==> config.mk <==
export PLATFORM = sky130hd
export DESIGN_NAME = mult_pipe_wrapper_flat
export DESIGN_NICKNAME = d
export VERILOG_FILES = /design/src/rtl/mult_pipe_wrapper_if.sv /design/src/rtl/mult_pipe_wrapper.sv /design/src/flat_wrapper.sv
export SDC_FILE = /design/constraint.sdc
export NUM_CORES = 1
export LEC_CHECK = 0
export ABC_AREA = 1
export CAP_MARGIN = 25
export CORE_MARGIN = 2
export CORE_UTILIZATION = 55
export DETAILED_ROUTE_END_ITERATION = 10
export HOLD_SLACK_MARGIN = 0.05
export PLACE_DENSITY = 0.86
export SETUP_SLACK_MARGIN = 0.05
export SKIP_LAST_GASP = 1
export SYNTH_ARGS = -nofsm -noshare
export SYNTH_HDL_FRONTEND = slang
export SYNTH_SLANG_ARGS = --single-unit
==> constraint.sdc <==
create_clock -name clk -period 5.1 [get_ports clk]
set_input_delay 0.765 -clock clk [delete_from_list [all_inputs] [get_ports clk]]
set_output_delay 0.765 -clock clk [all_outputs]
set_load 0.02 [all_outputs]
==> src/rtl/mult_pipe_wrapper_if.sv <==
// mult_pipe_wrapper_if: handshake bundle for the pipelined multiplier.
//   master : producer/consumer side (drives operands, in_valid, out_ready)
//   slave  : multiplier side (drives in_ready, out_valid, product, in_flight)
//   in_valid/in_ready           operand handshake
//   multiplicand, multiplier    WIDTH-bit operands
//   is_signed                   1 = two's complement operands, 0 = unsigned
//   out_valid/out_ready         product handshake
//   product                     2*WIDTH-bit full-precision result
//   in_flight                   number of occupied pipeline stages
interface mult_pipe_wrapper_if #(
    parameter int unsigned WIDTH  = 8,
    parameter int unsigned STAGES = 2
);
    localparam int unsigned CNT_W = $clog2(STAGES + 1);

    logic                 in_valid;
    logic                 in_ready;
    logic [WIDTH-1:0]     multiplicand;
    logic [WIDTH-1:0]     multiplier;
    logic                 is_signed;
    logic                 out_valid;
    logic                 out_ready;
    logic [2*WIDTH-1:0]   product;
    logic [CNT_W-1:0]     in_flight;

    modport master (
        output in_valid, multiplicand, multiplier, is_signed, out_ready,
        input  in_ready, out_valid, product, in_flight
    );

    modport slave (
        input  in_valid, multiplicand, multiplier, is_signed, out_ready,
        output in_ready, out_valid, product, in_flight
    );
endinterface

==> src/rtl/mult_pipe_wrapper.sv <==
// mult_pipe_wrapper: elastic STAGES-deep multiplier pipeline.
//   clk    rising-edge clock
//   rst_n  asynchronous active-low reset
//   bus    mult_pipe_wrapper_if.slave (operand/product handshakes, in_flight)
// Stage 1 registers the operands and sign mode; the product is formed
// combinationally from stage 1 and carried through stages 2..STAGES.
// Every stage loads when empty or advancing, so bubbles collapse under stall.
module mult_pipe_wrapper #(
    parameter int unsigned WIDTH  = 8,
    parameter int unsigned STAGES = 2
) (
    input  logic               clk,
    input  logic               rst_n,
    mult_pipe_wrapper_if.slave bus
);
    localparam int unsigned CNT_W = $clog2(STAGES + 1);
    localparam int unsigned PW    = 2 * WIDTH;

    logic [STAGES-1:0] vld_q, vld_d;
    logic [STAGES-1:0] stage_ready;
    logic [WIDTH-1:0]  a_q, a_d, b_q, b_d;
    logic              sgn_q, sgn_d;
    // Product registers for stages 2..STAGES (index 0 is stage 2).
    logic [PW-1:0]     prod_q [STAGES-1];
    logic [PW-1:0]     prod_d [STAGES-1];
    logic [PW-1:0]     ext_a, ext_b, stage1_prod;
    logic [CNT_W-1:0]  cnt_q, cnt_d;
    logic              accept, deliver;

    // Ready ripples back from the consumer: a stage can load if it is empty
    // or everything from it to the output can move this cycle.
    always_comb begin
        logic rdy;
        rdy         = bus.out_ready;
        stage_ready = '0;
        for (int i = int'(STAGES) - 1; i >= 0; i--) begin
            rdy            = !vld_q[i] || rdy;
            stage_ready[i] = rdy;
        end
    end

    // Extending both operands to 2*WIDTH makes the truncated product exact
    // for either signedness.
    always_comb begin
        ext_a       = {{WIDTH{sgn_q & a_q[WIDTH-1]}}, a_q};
        ext_b       = {{WIDTH{sgn_q & b_q[WIDTH-1]}}, b_q};
        stage1_prod = ext_a * ext_b;
    end

    assign accept  = bus.in_valid && stage_ready[0];
    assign deliver = vld_q[STAGES-1] && bus.out_ready;

    always_comb begin
        vld_d  = vld_q;
        a_d    = a_q;
        b_d    = b_q;
        sgn_d  = sgn_q;
        prod_d = prod_q;
        if (stage_ready[0]) begin
            vld_d[0] = bus.in_valid;
        end
        if (accept) begin
            a_d   = bus.multiplicand;
            b_d   = bus.multiplier;
            sgn_d = bus.is_signed;
        end
        if (stage_ready[1]) begin
            vld_d[1]  = vld_q[0];
            prod_d[0] = stage1_prod;
        end
        for (int i = 2; i < int'(STAGES); i++) begin
            if (stage_ready[i]) begin
                vld_d[i]    = vld_q[i-1];
                prod_d[i-1] = prod_q[i-2];
            end
        end
    end

    always_comb begin
        cnt_d = cnt_q;
        unique case ({accept, deliver})
            2'b10:   cnt_d = cnt_q + CNT_W'(1);
            2'b01:   cnt_d = cnt_q - CNT_W'(1);
            default: cnt_d = cnt_q;
        endcase
    end

    always_ff @(posedge clk or negedge rst_n) begin
        if (!rst_n) begin
            vld_q <= '0;
            a_q   <= '0;
            b_q   <= '0;
            sgn_q <= 1'b0;
            cnt_q <= '0;
            for (int i = 0; i < int'(STAGES) - 1; i++) begin
                prod_q[i] <= '0;
            end
        end else begin
            vld_q  <= vld_d;
            a_q    <= a_d;
            b_q    <= b_d;
            sgn_q  <= sgn_d;
            cnt_q  <= cnt_d;
            prod_q <= prod_d;
        end
    end

    assign bus.in_ready  = stage_ready[0];
    assign bus.out_valid = vld_q[STAGES-1];
    assign bus.product   = vld_q[STAGES-1] ? prod_q[STAGES-2] : '0;
    assign bus.in_flight = cnt_q;
endmodule

==> src/flat_wrapper.sv <==
// flat-port wrapper written by rule: the top's interface ports become plain ports
module mult_pipe_wrapper_flat 
#(
    parameter int unsigned WIDTH  = 8,
    parameter int unsigned STAGES = 2
)
  (clk, rst_n, bus_in_valid, bus_multiplicand, bus_multiplier, bus_is_signed, bus_out_ready, bus_in_ready, bus_out_valid, bus_product, bus_in_flight);
  mult_pipe_wrapper_if #(.WIDTH(WIDTH), .STAGES(STAGES)) bus_i ();
  input  logic clk;
  input  logic rst_n;
  input wire logic [$bits(bus_i.in_valid)-1:0] bus_in_valid;
  input wire logic [$bits(bus_i.multiplicand)-1:0] bus_multiplicand;
  input wire logic [$bits(bus_i.multiplier)-1:0] bus_multiplier;
  input wire logic [$bits(bus_i.is_signed)-1:0] bus_is_signed;
  input wire logic [$bits(bus_i.out_ready)-1:0] bus_out_ready;
  output wire logic [$bits(bus_i.in_ready)-1:0] bus_in_ready;
  output wire logic [$bits(bus_i.out_valid)-1:0] bus_out_valid;
  output wire logic [$bits(bus_i.product)-1:0] bus_product;
  output wire logic [$bits(bus_i.in_flight)-1:0] bus_in_flight;
  assign bus_i.in_valid = bus_in_valid;
  assign bus_i.multiplicand = bus_multiplicand;
  assign bus_i.multiplier = bus_multiplier;
  assign bus_i.is_signed = bus_is_signed;
  assign bus_i.out_ready = bus_out_ready;
  assign bus_in_ready = bus_i.in_ready;
  assign bus_out_valid = bus_i.out_valid;
  assign bus_product = bus_i.product;
  assign bus_in_flight = bus_i.in_flight;
  mult_pipe_wrapper #(.WIDTH(WIDTH), .STAGES(STAGES)) u_core (.clk(clk), .rst_n(rst_n), .bus(bus_i));
endmodule
## Word level (Yosys, flattened, before mapping)

Cells that the tools add are included.

| storage, ports and cells | value |
|---|---|
| input port bits | 21 |
| output and inout port bits | 20 |
| register bits | 37 |

| cells by class | value |
|---|---|
| multipliers | 1 |
| bitwise logic cells | 2 |
| equality and inequality tests | 2 |
| add/sub/neg operators | 2 |
| multiplexer cells | 2 |
| reduce and logical (&&, ||, !) cells | 7 |

Operator list:

| operator | count |
|---|---|
| multiplier 9 x 9 -> 16 bit | 1 |
| 2-to-1 mux 16 bit | 1 |
| one-hot mux 2 bit (2 select lines) | 1 |
| adder 2 x 1 -> 2 bit, second input constant | 1 |
| AND 1 bit | 2 |
| equality test 2 x 1 -> 1 bit, second input constant | 1 |
| equality test 2 bit, second input constant | 1 |
| logical AND 1 bit | 2 |
| logical NOT 1 bit | 2 |
| logical OR 1 bit | 2 |
| nonzero test 2 bit | 1 |
| subtractor 2 x 1 -> 2 bit, second input constant | 1 |

## Logic depth before layout (Yosys ltp)

Gate-level depths: netlist of run 1.

| logic depth | value |
|---|---|
| depth in word-level cells | 6 |
| depth in mapped cells | 23 |

## Least setup slack after synthesis of run 1

Ideal clock, no wire load.

| timing path | value |
|---|---|
| kind | register to register |
| from | register u_core.sgn_q |
| to | register u_core.prod_q[14] (netlist bit) |
| stages on the path, launching flop included | 19 |
| data required time | 4.973 ns |
| slack | 0.476 ns |
| buffers on the path | 1 |
| period minus slack after synthesis | 4.624 ns |
| data arrival time | 4.497 ns |
| cell sequence | dfrtp_1 > clkbuf_2 > nand2_2 > or2_2 > fa_1 > fa_1 > inv_1 > fa_1 > fa_1 > inv_1 > fa_1 > inv_1 > ha_1 > nand2_1 > nor2_1 > o21ai_0 > nand4_1 > nand3_1 > o21ai_0 |

| between the ends | value |
|---|---|
| longest elaborated chain between the ends | 2 |

RTL lines:

| element | RTL line | RTL |
|---|---|---|
| start: declaration | mult_pipe_wrapper.sv:22 | `logic sgn_q, sgn_d;` |
| start signal: assignment | mult_pipe_wrapper.sv:102 | `sgn_q <= sgn_d;` |
| AND 1 bit, on equally long branches | mult_pipe_wrapper.sv:45, mult_pipe_wrapper.sv:46 |  |
| multiplier 9 x 9 -> 16 bit (*) | mult_pipe_wrapper.sv:47 | `stage1_prod = ext_a * ext_b;` |
| end signal: assignment | mult_pipe_wrapper.sv:104 | `prod_q <= prod_d;` |
| end: declaration | mult_pipe_wrapper.sv:24 | `logic [PW-1:0] prod_q [STAGES-1];` |

Mark *: on every way between the ends. The rest lies on a longest branch, timed or not.
A chain may end at the register's enable or synchronous reset.

## Worst setup path in the final report of run 1

Same ends and word-level chain as after synthesis.

==> results, run 1 <==
- The first-pass GRT wire length is 18200 microns.
- The arrival time of the worst setup path is 4.97 ns.
- For this configuration, the core starts out at a cell density of 0.5646.
- The clock tree synthesis step divided the H-tree into 2 levels.
- The CTS clock-pin slew for the worst setup and hold paths is 0.09 ns.
- Setup repair after global routing left no endpoint under its margin.
- Dividing the detail-routed via count by the number of cells gives 5.198.
- The via count of the routed design is 3779.
- The detail route stage leaves a number of antenna-violating nets equal to 0.
- On the critical path the largest part of the delay comes from adder cells.
- For this run, the register share of the synthesized area comes to 0.1996.
- The worst-path maximum fanout is 6.
- The path type of the worst min-delay path is flip-flop to flip-flop.
- The met1 routing resource usage after global routing is 0.3237.
- The synthesized netlist contains 32 unique library cells.
- The quantity of I/O buffers inserted on ports is 40.
- The number of buffers added to fix hold violations after cts is 0.
- The clock tree skew after final layout is 0.01393 ns.
- TritonCTS built the clock tree.
- Of the cells placed in the final design, the portion with a size suffix greater than 1 is 0.08039.
- In this run the most used layer during global routing was met2.
- The share of synthesized area in the top cell type comes to 0.2718.
- The DRC violation total after the first TritonRoute iteration is 171.
- The clock reaches the later pin of the worst-skew pair after 0.30 ns.
- Sorting the synthesized cells by area gives the leading types as fa_1 27%, dfrtp_1 20%, nand2_1 13%, inv_1 13%, ha_1 9.2%.
- The number of buffers and inverters on the critical path is 3.
- Counting every sink on the clock net gives 37.
- The cell row count is 33.
- The final setup violation count is 0.
- The synthesized design spends more area on one cell type than any other, namely fa_1.
- 0 antenna diodes ended up in the layout.
- For this run, the top clock speed supported by timing is 208.1 MHz.
- The largest single stage delay on the critical path is 0.57 ns.
- The worst path in the final design needs a cycle of 4.805 ns, including I/O delays and setup.
- Counting every net in the synthesized netlist gives 702.
- The count of mapped cells out of synthesis is 584.
- The deepest clock path buffer count is 2.
- The kind of end point of the critical path is a flip-flop.
- Across every metal layer, demand over resource in global routing totals 0.2595.
- From bottom edge to top edge, the die measures 95.85 microns.
- In this run the tightest slew margin relative to its limit is 0.4350.
- The horizontal die dimension is 95.85 microns.
- The Yosys step of the flow raised 0 warnings.
- A synthesized cell averages 7.944 sq um.
- The global placer's final weighted congestion is 0.9304.
- The wire-length estimate of the detail-placed layout is 8809 microns.
- The number of hold violations in the final report is 0.
- The growth of design area from synthesis to finish is 13.43%.
- The via count of the first global-routing pass is 3980.
- The main flop type after synthesis is dfrtp_1.
- In the synthesized netlist, the cells that appear most often are 158 x nand2_1, 156 x inv_1, 63 x fa_1.
- The area of the die is 9186 sq um.
- The final net count is 739.
- For met2 alone, demand over resource in global routing was 0.4516.
- The per-cell routed wire length is 14.80 microns.
- The post-synthesis instance area is 4639 sq um.
- The post-detailed-route DRC marker count is 0.
- The worst setup path is launched from a flip-flop.
- For this block, the routed nets add up to 10760 microns of wire.
- The cell at the root of the clock tree is clkbuf_8.
- The global-route congestion overflow total is 0.
- The count of state elements after synthesis is 37.
- Counting flops with a built-in enable in the synthesized netlist gives 0.
- The first TritonRoute pass finished after 4 iterations.
- The total area inside the core boundary comes to 8217 sq um.
- In this run, CTS created clock tree buffers numbering 5.
- nand2_1 is the most common cell in the netlist.
- The actual transition at the worst max-transition pin is 0.8474 ns.
- Summed over all failing endpoints, the final setup total negative slack is 0 ns.
- Entering global routing, the biggest net connects 38 pins.
- The critical path goes through nand2_2 > or2_2 > fa_1 > fa_1 > inv_1 > fa_1 > fa_1 > inv_1 > fa_1 > inv_1 > ha_2 > nand2_1 > nor2_1 > o21ai_1 > nand4_1 > nand3_1 > o21ai_0.
- The cell with the largest stage delay on the worst path is fa_1.
- The number of antenna violations at the first check in global routing came to 0.
- 41 I/O pins were placed.
- Of the available clock period, the critical path in the final layout requires 0.9422.
- The critical path is of the flip-flop to flip-flop type.
- The most numerous cell type found on the critical path is fa_1.
- At the worst endpoint, the required time is 5.26 ns.
- The flow ran to the end, and the final reports show no timing, DRC or antenna violations.
- After synthesis, the share of flip-flops with an asynchronous set or reset is 1.000.
- The number of max-slew violations in the final report is 0.
- Across the run, the number of max-cap violations was 0.
- The met3 track demand over resource is 0.02741.
placed cells by master (no fill, tap or decap), types with 14 or more instances in the layout:
| master | netlist | routed |
|---|---|---|
| ha_1 | 34 | 33 |
| fa_1 | 63 | 62 |
| dfrtp_1 | 37 | 36 |
| nand3_1 | 22 | 22 |
| nand2_1 | 158 | 158 |
| o21ai_0 | 15 | 14 |
| a21oi_1 | 14 | 14 |
| clkdlybuf4s50_1 | 0 | 39 |
| nor2_1 | 24 | 23 |
| inv_1 | 156 | 156 |
metal layers:
metal  wire [microns]  vias up  share of wire
li1                 -     1769              -
met1             4315     1842           0.40
met2             5552      124           0.52
met3              455       44          0.042
met4              439        0          0.041
met5                0        -              0
flip-flops by register name, indices dropped and copies added, names as in the netlist:
register              flops
u_core.a_q                8
u_core.sgn_q              1
u_core.b_q                8
u_core.bus.in_flight      2
u_core.prod_q            16
u_core.vld_q              2
layout make-up:
class                   instances  area (sq um)
clock buffers                   5         68.82
clock inverters                 3         43.79
fillers                       692          2954
inverters                     158         595.6
multi-input cells             366          3003
flip-flops and latches         37         927.1
well taps                     105         131.4
repair buffers                 53         493.0
kinds of logic after synthesis:
logic type	Yosys count	share of synthesized area
xor+xnor	4	0.007553
simple gates	217	0.1934
mux	13	0.03964
compound gates	35	0.04046
fa+ha+maj	97	0.3635
flops	37	0.1996
buf+inv	181	0.1559
stage by stage:
| stage | instance area, sq um | hold slack, ns | worst slack, ns | cells | utilization |
|---|---|---|---|---|---|
| 6_report | 5263 | 0.4768 | 0.2950 | 727 | 0.6405 |
| 3_5_place_dp | 5121 | 0.4656 | 0.1247 | 717 | 0.6233 |
| 4_1_cts | 5234 | 0.4821 | 0.06456 | 725 | 0.6370 |
| 2_1_floorplan | 4639 | 0.4492 | 0.4758 | 584 | - |
| 3_3_place_gp | 5121 | 0.4619 | 0.2867 | 717 | 0.6233 |
| 5_1_grt | 5263 | 0.5148 | 0.09491 | 727 | 0.6405 |
worst paths after layout:
kind	startpoint	to	slack (ns)	cells after the start
setup / recovery	u_core.sgn_q	u_core.prod_q[14]	0.30	17
hold / removal	u_core.bus.in_flight[1]	u_core.bus.in_flight[1]	0.48	1
setup reg to reg	u_core.sgn_q	u_core.prod_q[14]	0.30	17
hold reg to reg	u_core.bus.in_flight[1]	u_core.bus.in_flight[1]	0.48	1
max in group asynchronous	rst_n	u_core.sgn_q	3.95	1
min in group asynchronous	rst_n	u_core.prod_q[13]	0.56	1
timing repair:
action,in CTS,in global routing
setup endpoints to repair,0,6
gates resized for setup,0,6
buffers inserted,0,2
Power of run 1 is not shown: default switching activity piles up to over one toggle a cycle in this logic, so the estimate is an artifact.
==> run 2: changes to the inputs <==
--- a/config.mk
+++ b/config.mk
@@ -5,7 +5,7 @@
 export SDC_FILE = /design/constraint.sdc
 export NUM_CORES = 1
 export LEC_CHECK = 0
-export ABC_AREA = 1
+export ABC_AREA = 0
 export CAP_MARGIN = 25
 export CORE_MARGIN = 2
 export CORE_UTILIZATION = 55
==> run 2 against run 1 <==
Effect of this change:
- fmax is 1.1% lower
- critical endpoint is now u_core.prod_q[11]
- final cell count fell by 18%
- die area is 7.0% lower
- highest routed layer unchanged
- wire length shrank 18%
- via count is 18% lower
- clock-buffer cell count increased by 2
- clock skew is 0.0052 ns lower
- register-to-register slack lost 0.05 ns
- global-route usage down 3.6 points
- sequential share of layout area increased by 0.98 points
- first-iteration DRC count fell by 26%
==> results, run 2 <==
- The async set-or-reset flop fraction in the synthesized netlist is 1.000.
- In the final routed layout, each cell accounts on average for 14.70 microns.
- The area of the die is 8540 sq um.
- The horizontal die dimension is 92.41 microns.
- The worst path required time is 5.27 ns.
- The number of placed I/O pins is 41.
- The start point of the critical path is u_core.sgn_q.
- The clock insertion delay at the later pin of the skew report is 0.29 ns.
- The via count of the first global-routing pass is 3300.
- The minimum clock period after layout is 4.858 ns.
- By instance count, the leading cell after synthesis is inv_1.
- The number of setup buffers added after CTS is 0.
- The launch instance of the worst register-to-register path is u_core.sgn_q.
- Entering global routing, the biggest net connects 38 pins.
- The count of mapped cells out of synthesis is 450.
- After clock tree synthesis, the clock-pin slew on the worst setup and hold paths is 0.08 ns.
- For this run, the number of Yosys warnings is 0.
- The worst setup path is of the flip-flop to flip-flop kind.
- The global placer's final weighted congestion is 0.9204.
- The number of antenna violations at the first check in global routing is 0.
- The initial utilization of the core area, before any placement, comes to 0.5622.
- Setup repair after global routing could not meet its margin everywhere.
- The number of max-slew violations in the final report is 0.
- Across all hold checks on the routed design, the worst slack comes to 0.4671 ns.
- The total nets after synthesis is 568.
- The pre-antenna-repair detailed-routing pass consisted of 4 iterations.
- Sorting the synthesized cells by how often they occur yields 85 x inv_1, 63 x fa_1, 59 x nand2_1.
- The via count of the routed design is 3083.
- The overall global routing resource usage is 0.2233.
- The placeable core region is 7647 sq um.
- The cell type with the highest aggregate area in the netlist is fa_1.
- After detailed placement, the design holds a cell count of 590.
- For this block, the routed nets add up to 8773 microns of wire.
- Once routing completed, OpenROAD measured the worst setup slack at 0.2416 ns.
- The global-route congestion overflow total is 0.
- The number of hold violations in the final report is 0.
- Before CTS, the worst setup slack after placement is 0.1890 ns.
- Counting every sink on the clock net gives 37.
- Ranked by flip-flop count, first place goes to u_core.prod_q.
- The DRC violation total after the first TritonRoute iteration is 127.
- The first-pass GRT wire length is 15140 microns.
- Sorting the synthesized cells by area gives the leading types as fa_1 29%, dfrtp_1 22%, ha_1 9.9%, inv_1 7.4%, and2_1 6.7%.
- The worst reg2reg path depth is 17.
- The capture point of the worst reg-to-reg path is u_core.prod_q[11].
- The peak clock frequency supported by timing is 205.8 MHz.
- The number of buffers added to fix hold violations after cts is 0.
- After filler insertion, the fill cell instance count of the layout stands at 572.
- The total clock buffers created by CTS is 5.
- The post-synthesis instance area is 4299 sq um.
- In this run, distinct cell masters in the synthesized netlist total 35.
- The normalized max-slew margin is 0.5915.
- In this run, synthesis inferred 0 flip-flops with an integrated enable.
- The final cycle utilization of the critical path is 0.9526.
- Setup slack on the worst reg-to-reg path comes out at 0.24 ns.
- The flow ran to the end, and the final reports show no timing, DRC or antenna violations.
- Max-cap violations in this run came to 0.
- Averaged over all synthesized cells, the footprint is 9.554 sq um.
- The area share of the largest cell type after synthesis is 0.2934.
- The HPWL after detailed placement is 7090 microns.
- The number of diodes added for antenna fixing is 0.
- The cell row count is 32.
- The most common library cell in the layout ignoring fill and taps is inv_1.
- The quantity of I/O buffers inserted on ports is 40.
- The post-detailed-route DRC marker count is 0.
- After the flow finishes, the layout carries non-filler instances totaling 597.
- The root buffer cell chosen for the clock tree is clkbuf_8.
- The library cells used most frequently in the layout, excluding fill and tap cells, are 85 x inv_1, 62 x fa_1, 58 x nand2_1, 46 x and2_1, 40 x clkdlybuf4s50_1.
- The arrival time of the worst setup path is 5.02 ns.
- The y dimension of the die is 92.41 microns.
- In the final layout, the registers with the most flip-flops are u_core.prod_q: 16 flops, u_core.a_q: 8 flops, u_core.b_q: 8 flops.
- STA classifies the critical path startpoint as a flip-flop.
- Of the cells placed in the final design, the portion with a size suffix greater than 1 is 0.1111.
- The main flop type after synthesis is dfrtp_1.
- The critical path ends at u_core.prod_q[11].
- Setup violations remaining at the end of the flow were counted as 0.
- The min-delay analysis places its worst path in the category flip-flop to flip-flop.
- The worst setup path is captured at a flip-flop.
- The H-tree generated during clock tree synthesis spans 2 levels.
- The final net count is 613.
- The clock passes through at most 2 buffers.
- The critical hold path startpoint is u_core.prod_q[5].
- TritonCTS built the clock tree.
- The clock tree skew after final layout is 0.008772 ns.
- The fraction of the yosys area taken by sequential cells is 0.2154.
- The actual transition at the worst max-transition pin is 0.6127 ns.
- From synthesis to final layout, the design area changed by 15.83%.
- In this run, synthesis produced a sequential element count of 37.
- The worst-path maximum fanout is 9.
- The register with the most flip-flops in the layout has 16 of them.
- In this run the remaining antenna-violating nets after routing total 0.
- In the routed layout, each cell is associated on average with a via count of 5.164.
-- run 2: cell types whose count changed after synthesis, moves of 10 or more --
cell	change
nand2_1	-99
inv_1	-71
and2_1	+46
nand3_1	-19
mux2_2	+14
xnor2_1	+11
mux2_4	-10
-- run 2: repair_timing --
| item | CTS | global route |
|---|---|---|
| endpoints found under the setup margin | 0 | 4 |
| resized for setup | 0 | 3 |
| hold endpoints to repair | 0 | 0 |
-- run 2: cell type report --
type                       count  area (sq um)  area share
multi-input combinational    306          2970      0.5965
timing repair buffer          60         550.5      0.1106
sequential                    37         925.9      0.1859
clock buffer                   7         86.33     0.01734
tap                          102         127.6     0.02563
inverter                      85         319.1     0.06407
-- run 2: cell families after synthesis --
kind of cell | count (synthesis) | share of synthesized area
AO/OA/AOI/OAI | 32 | 0.04977
multiplexers | 17 | 0.04453
XOR/XNOR | 18 | 0.03667
buffers and inverters | 107 | 0.09604
adder cells (fa/ha/maj) | 97 | 0.3923
AND/OR/NAND/NOR | 142 | 0.1653
flip-flops | 37 | 0.2154
-- run 2: critical path: stages (launching register included) --
cell and delay [ns]:
dfrtp_1 0.36, buf_4 0.17, nand3_2 0.14, fa_1 0.55
inv_1 0.05, fa_1 0.49, fa_1 0.54, fa_1 0.56
inv_1 0.06, fa_1 0.49, inv_1 0.04, ha_1 0.29
o21ai_1 0.15, a31oi_2 0.08, o21ai_0 0.16, or3b_2 0.45
nand2_1 0.07, o21ai_0 0.07
-- run 2: per-stage QoR --
stage	util	TNS [ns]	instance area, sq um
2_1_floorplan	-	0	4303
3_3_place_gp	0.6389	0	4886
3_5_place_dp	0.6389	0	4886
4_1_cts	0.6502	0	4972
5_1_grt	0.6512	-0.0007971	4980
6_report	0.6512	0	4980
-- run 2: worst min-delay path by stage --
stage                               to  slack (ns)  cells after the start
2_1_floorplan         u_core.prod_q[0]        0.43                      2
4_1_cts               u_core.prod_q[2]        0.47                      2
3_5_place_dp          u_core.prod_q[5]        0.45                      2
5_1_grt        u_core.bus.in_flight[1]        0.49                      1
6_report              u_core.prod_q[5]        0.47                      2
3_3_place_gp          u_core.prod_q[2]        0.44                      2
-- run 2: per-layer routing --
metal / share of wire / GRT usage / vias to the layer above
met4: 0.018 / 0.05721 / 0
met2: 0.54 / 0.3960 / 94
met3: 0.058 / 0.03987 / 16
li1: - / - / 1441
met5: 0 / 0 / -
met1: 0.39 / 0.2830 / 1532
Power of run 2 is left out for the same reason.
==> run 3: changes to the inputs <==
--- a/config.mk
+++ b/config.mk
@@ -6,12 +6,12 @@
 export NUM_CORES = 1
 export LEC_CHECK = 0
 export ABC_AREA = 0
-export CAP_MARGIN = 25
+export CAP_MARGIN = 20
 export CORE_MARGIN = 2
-export CORE_UTILIZATION = 55
+export CORE_UTILIZATION = 54
 export DETAILED_ROUTE_END_ITERATION = 10
 export HOLD_SLACK_MARGIN = 0.05
-export PLACE_DENSITY = 0.86
+export PLACE_DENSITY = 0.85
 export SETUP_SLACK_MARGIN = 0.05
 export SKIP_LAST_GASP = 1
 export SYNTH_ARGS = -nofsm -noshare
==> run 3 against run 2 <==
Effect of this change:
- wire length increased by 2.6%
- first-iteration DRC count increased by 11%
- flip-flop and latch count unchanged
- clock skew about the same
- largest cell class unchanged
- highest routed layer unchanged
- non-clock buffer count unchanged
- setup slack got worse by 0.0024 ns
- die area increased by 1.8%
- worst hold slack got worse by 0.0051 ns
- clock-buffer cell count increased by 1
- final cell count increased by 0.17%
- fmax about the same
- critical path depth unchanged
==> results, run 3 (synthesized netlist as in run 2, its figures left out) <==
- Entering global routing, the biggest net connects 38 pins.
- TritonCTS built the clock tree.
- For this run, the top clock speed supported by timing is 205.7 MHz.
- Counting stages on the worst path, the most repeated cell is fa_1.
- For this run, the slowest stage of the critical path takes 0.55 ns.
- The initial utilization of the core area, before any placement, comes to 0.5563.
- The number of buffers and inverters on the critical path is 3.
- The final route contains 3171 vias.
- Counting the fill cells in the layout gives 570.
- The DRC violation total after the first TritonRoute iteration is 141.
- Input and output buffers added on the ports amount to 40.
- The global placer's final weighted congestion is 0.9341.
- From left edge to right edge, the die measures 93.23 microns.
- For this block, the routed nets add up to 8998 microns of wire.
- The signal on the critical path passes through nand2_2 > or2_2 > fa_1 > fa_1 > inv_1 > fa_1 > fa_1 > inv_1 > fa_1 > inv_1 > ha_1 > o21ai_1 > a31oi_2 > o21ai_0 > or3b_2 > nand2_1 > o21ai_0.
- The per-cell routed wire length is 15.05 microns.
- The start-to-end type of the worst setup path is flip-flop to flip-flop.
- The run finished with clean final reports.
- The floorplan has 32 rows.
- The register ranked first by flip-flop count is u_core.prod_q.
- The area of the multi-input gates is 2963 sq um.
- The number of iterations in the first detailed-routing pass is 5.
- The top cell types in the final layout, fill and taps aside, are 84 x inv_1, 63 x fa_1, 58 x nand2_1, 46 x and2_1, 39 x clkdlybuf4s50_1.
- The global-route congestion overflow total is 0.
- The number of max-slew violations in the final report is 0.
- The clock insertion delay at the later pin of the skew report is 0.29 ns.
- The number of buffers added to fix hold violations after cts is 0.
- For this run, the post-layout net count is 613.
- The largest registers in the layout are u_core.prod_q: 16 flops, u_core.a_q: 8 flops, u_core.b_q: 8 flops.
- In this run the worst path has a maximum fanout of 3.
- The final standard cell utilization of the core is 0.6438.
- The number of placed I/O pins is 41.
- Setup repair after global routing could not meet its margin everywhere.
- Setup violations remaining at the end of the flow were counted as 0.
- The die covers 8691 sq um.
- The placeable core region is 7727 sq um.
- 0 antenna diodes ended up in the layout.
- The number of hold violations in the final report came to 0.
- After detailed placement, the design holds a cell count of 587.
- The post-layout instance count excluding filler cells is 598.
- The arrival time of the worst setup path is 5.03 ns.
- The flip-flop count of the largest register after layout is 16.
- The first global-routing pass estimated 15410 microns of wire.
- The normalized max-slew margin is 0.4446.
- The smallest clock period supported by the final layout is computed as 4.861 ns.
- The maximum level of the CTS H-tree is 2.
- CTS saw 37 sinks.
- The via count of the first global-routing pass was 3373.
- The number of antenna violations at the first check in global routing was 0.
- The total clock buffers created by CTS is 5.
- Counting along the longest clock path gives a buffer depth of 2.
- The final setup TNS is 0 ns.
- The HPWL after detailed placement is 7265 microns.
- Measured along the y axis, the die boundary spans 93.23 microns.
- STA puts the critical path data required time at 5.27 ns.
- The overall global routing resource usage is 0.2261.
- The tree is rooted in a clkbuf_8.
- From synthesis to final layout, the design area changed by 15.72%.
- In the finished design, the share of the clock period the worst path needs comes to 0.9531.
- The actual transition at the worst max-transition pin is 0.8330 ns.
- The total of max-cap violations is 0.
- The path class of the tightest hold or removal check is flip-flop to flip-flop.
- The sequential cell area is 927.1 sq um.
- The worst setup path is captured at a flip-flop.
- The clock tree skew after final layout is 0.008660 ns.
- After detailed routing, the number of remaining DRC violations is 0.
- The cell with the largest stage delay on the worst path is fa_1.
- The CTS clock-pin slew for the worst setup and hold paths is 0.08 ns.
- The cell family contributing the most delay on the critical path is adder cells.
- The number of antenna-violating nets in the routed design is 0.
- Leaving out fill and tap cells, the most frequent cell in the layout is inv_1.
- STA classifies the critical path startpoint as a flip-flop.
- After detailed routing, the number of vias per cell comes to 5.303.
- The share of layout cells above drive strength 1 is 0.1109.
## run 3: final timing paths
check / to / start / cells past startpoint / slack [ns]
setup / recovery: u_core.prod_q[11] / u_core.b_q[7] / 17 / 0.24
hold / removal: u_core.prod_q[1] / u_core.prod_q[1] / 2 / 0.46
setup reg to reg: u_core.prod_q[11] / u_core.b_q[7] / 17 / 0.24
hold reg to reg: u_core.prod_q[1] / u_core.prod_q[1] / 2 / 0.46
max in group asynchronous: u_core.a_q[7] / rst_n / 1 / 3.96
min in group asynchronous: u_core.prod_q[3] / rst_n / 1 / 0.58
## run 3: layout make-up
class                   count  share of cell area
repair buffers             60              0.1122
flip-flops and latches     37              0.1864
multi-input cells         306              0.5956
clock buffers               8             0.01610
well taps                 102             0.02565
inverters                  85             0.06413
## run 3: metal layers
layer	global-route usage	share of wire	vias to the layer above	routed length (microns)
met1	0.2733	0.37	1576	3318
met2	0.4065	0.54	122	4832
li1	-	-	1444	-
met3	0.03384	0.062	29	559
met4	0.08578	0.032	0	288
met5	0	0	-	0
## run 3: what timing repair did
item,in CTS,in global routing
gates resized for setup,0,3
setup endpoints to repair,0,4
buffers inserted,0,3
## run 3: metrics by stage
| stage | worst slack, ns | hold slack (ns) | instance area (sq um) |
|---|---|---|---|
| floorplan | 0.06344 | 0.4311 | 4303 |
| global placement | 0.2459 | 0.4438 | 4858 |
| detailed placement | 0.08840 | 0.4497 | 4858 |
| CTS | 0.06194 | 0.4650 | 4938 |
| global route | 0.02570 | 0.4880 | 4975 |
| finish | 0.2392 | 0.4620 | 4975 |
## run 3: tightest hold or removal path, stage by stage, from the launching register on
cell and delay [ns]:
dfrtp_1 0.34, nand2_1 0.05, nand2_1 0.05
Power of run 3 is left out for the same reason.
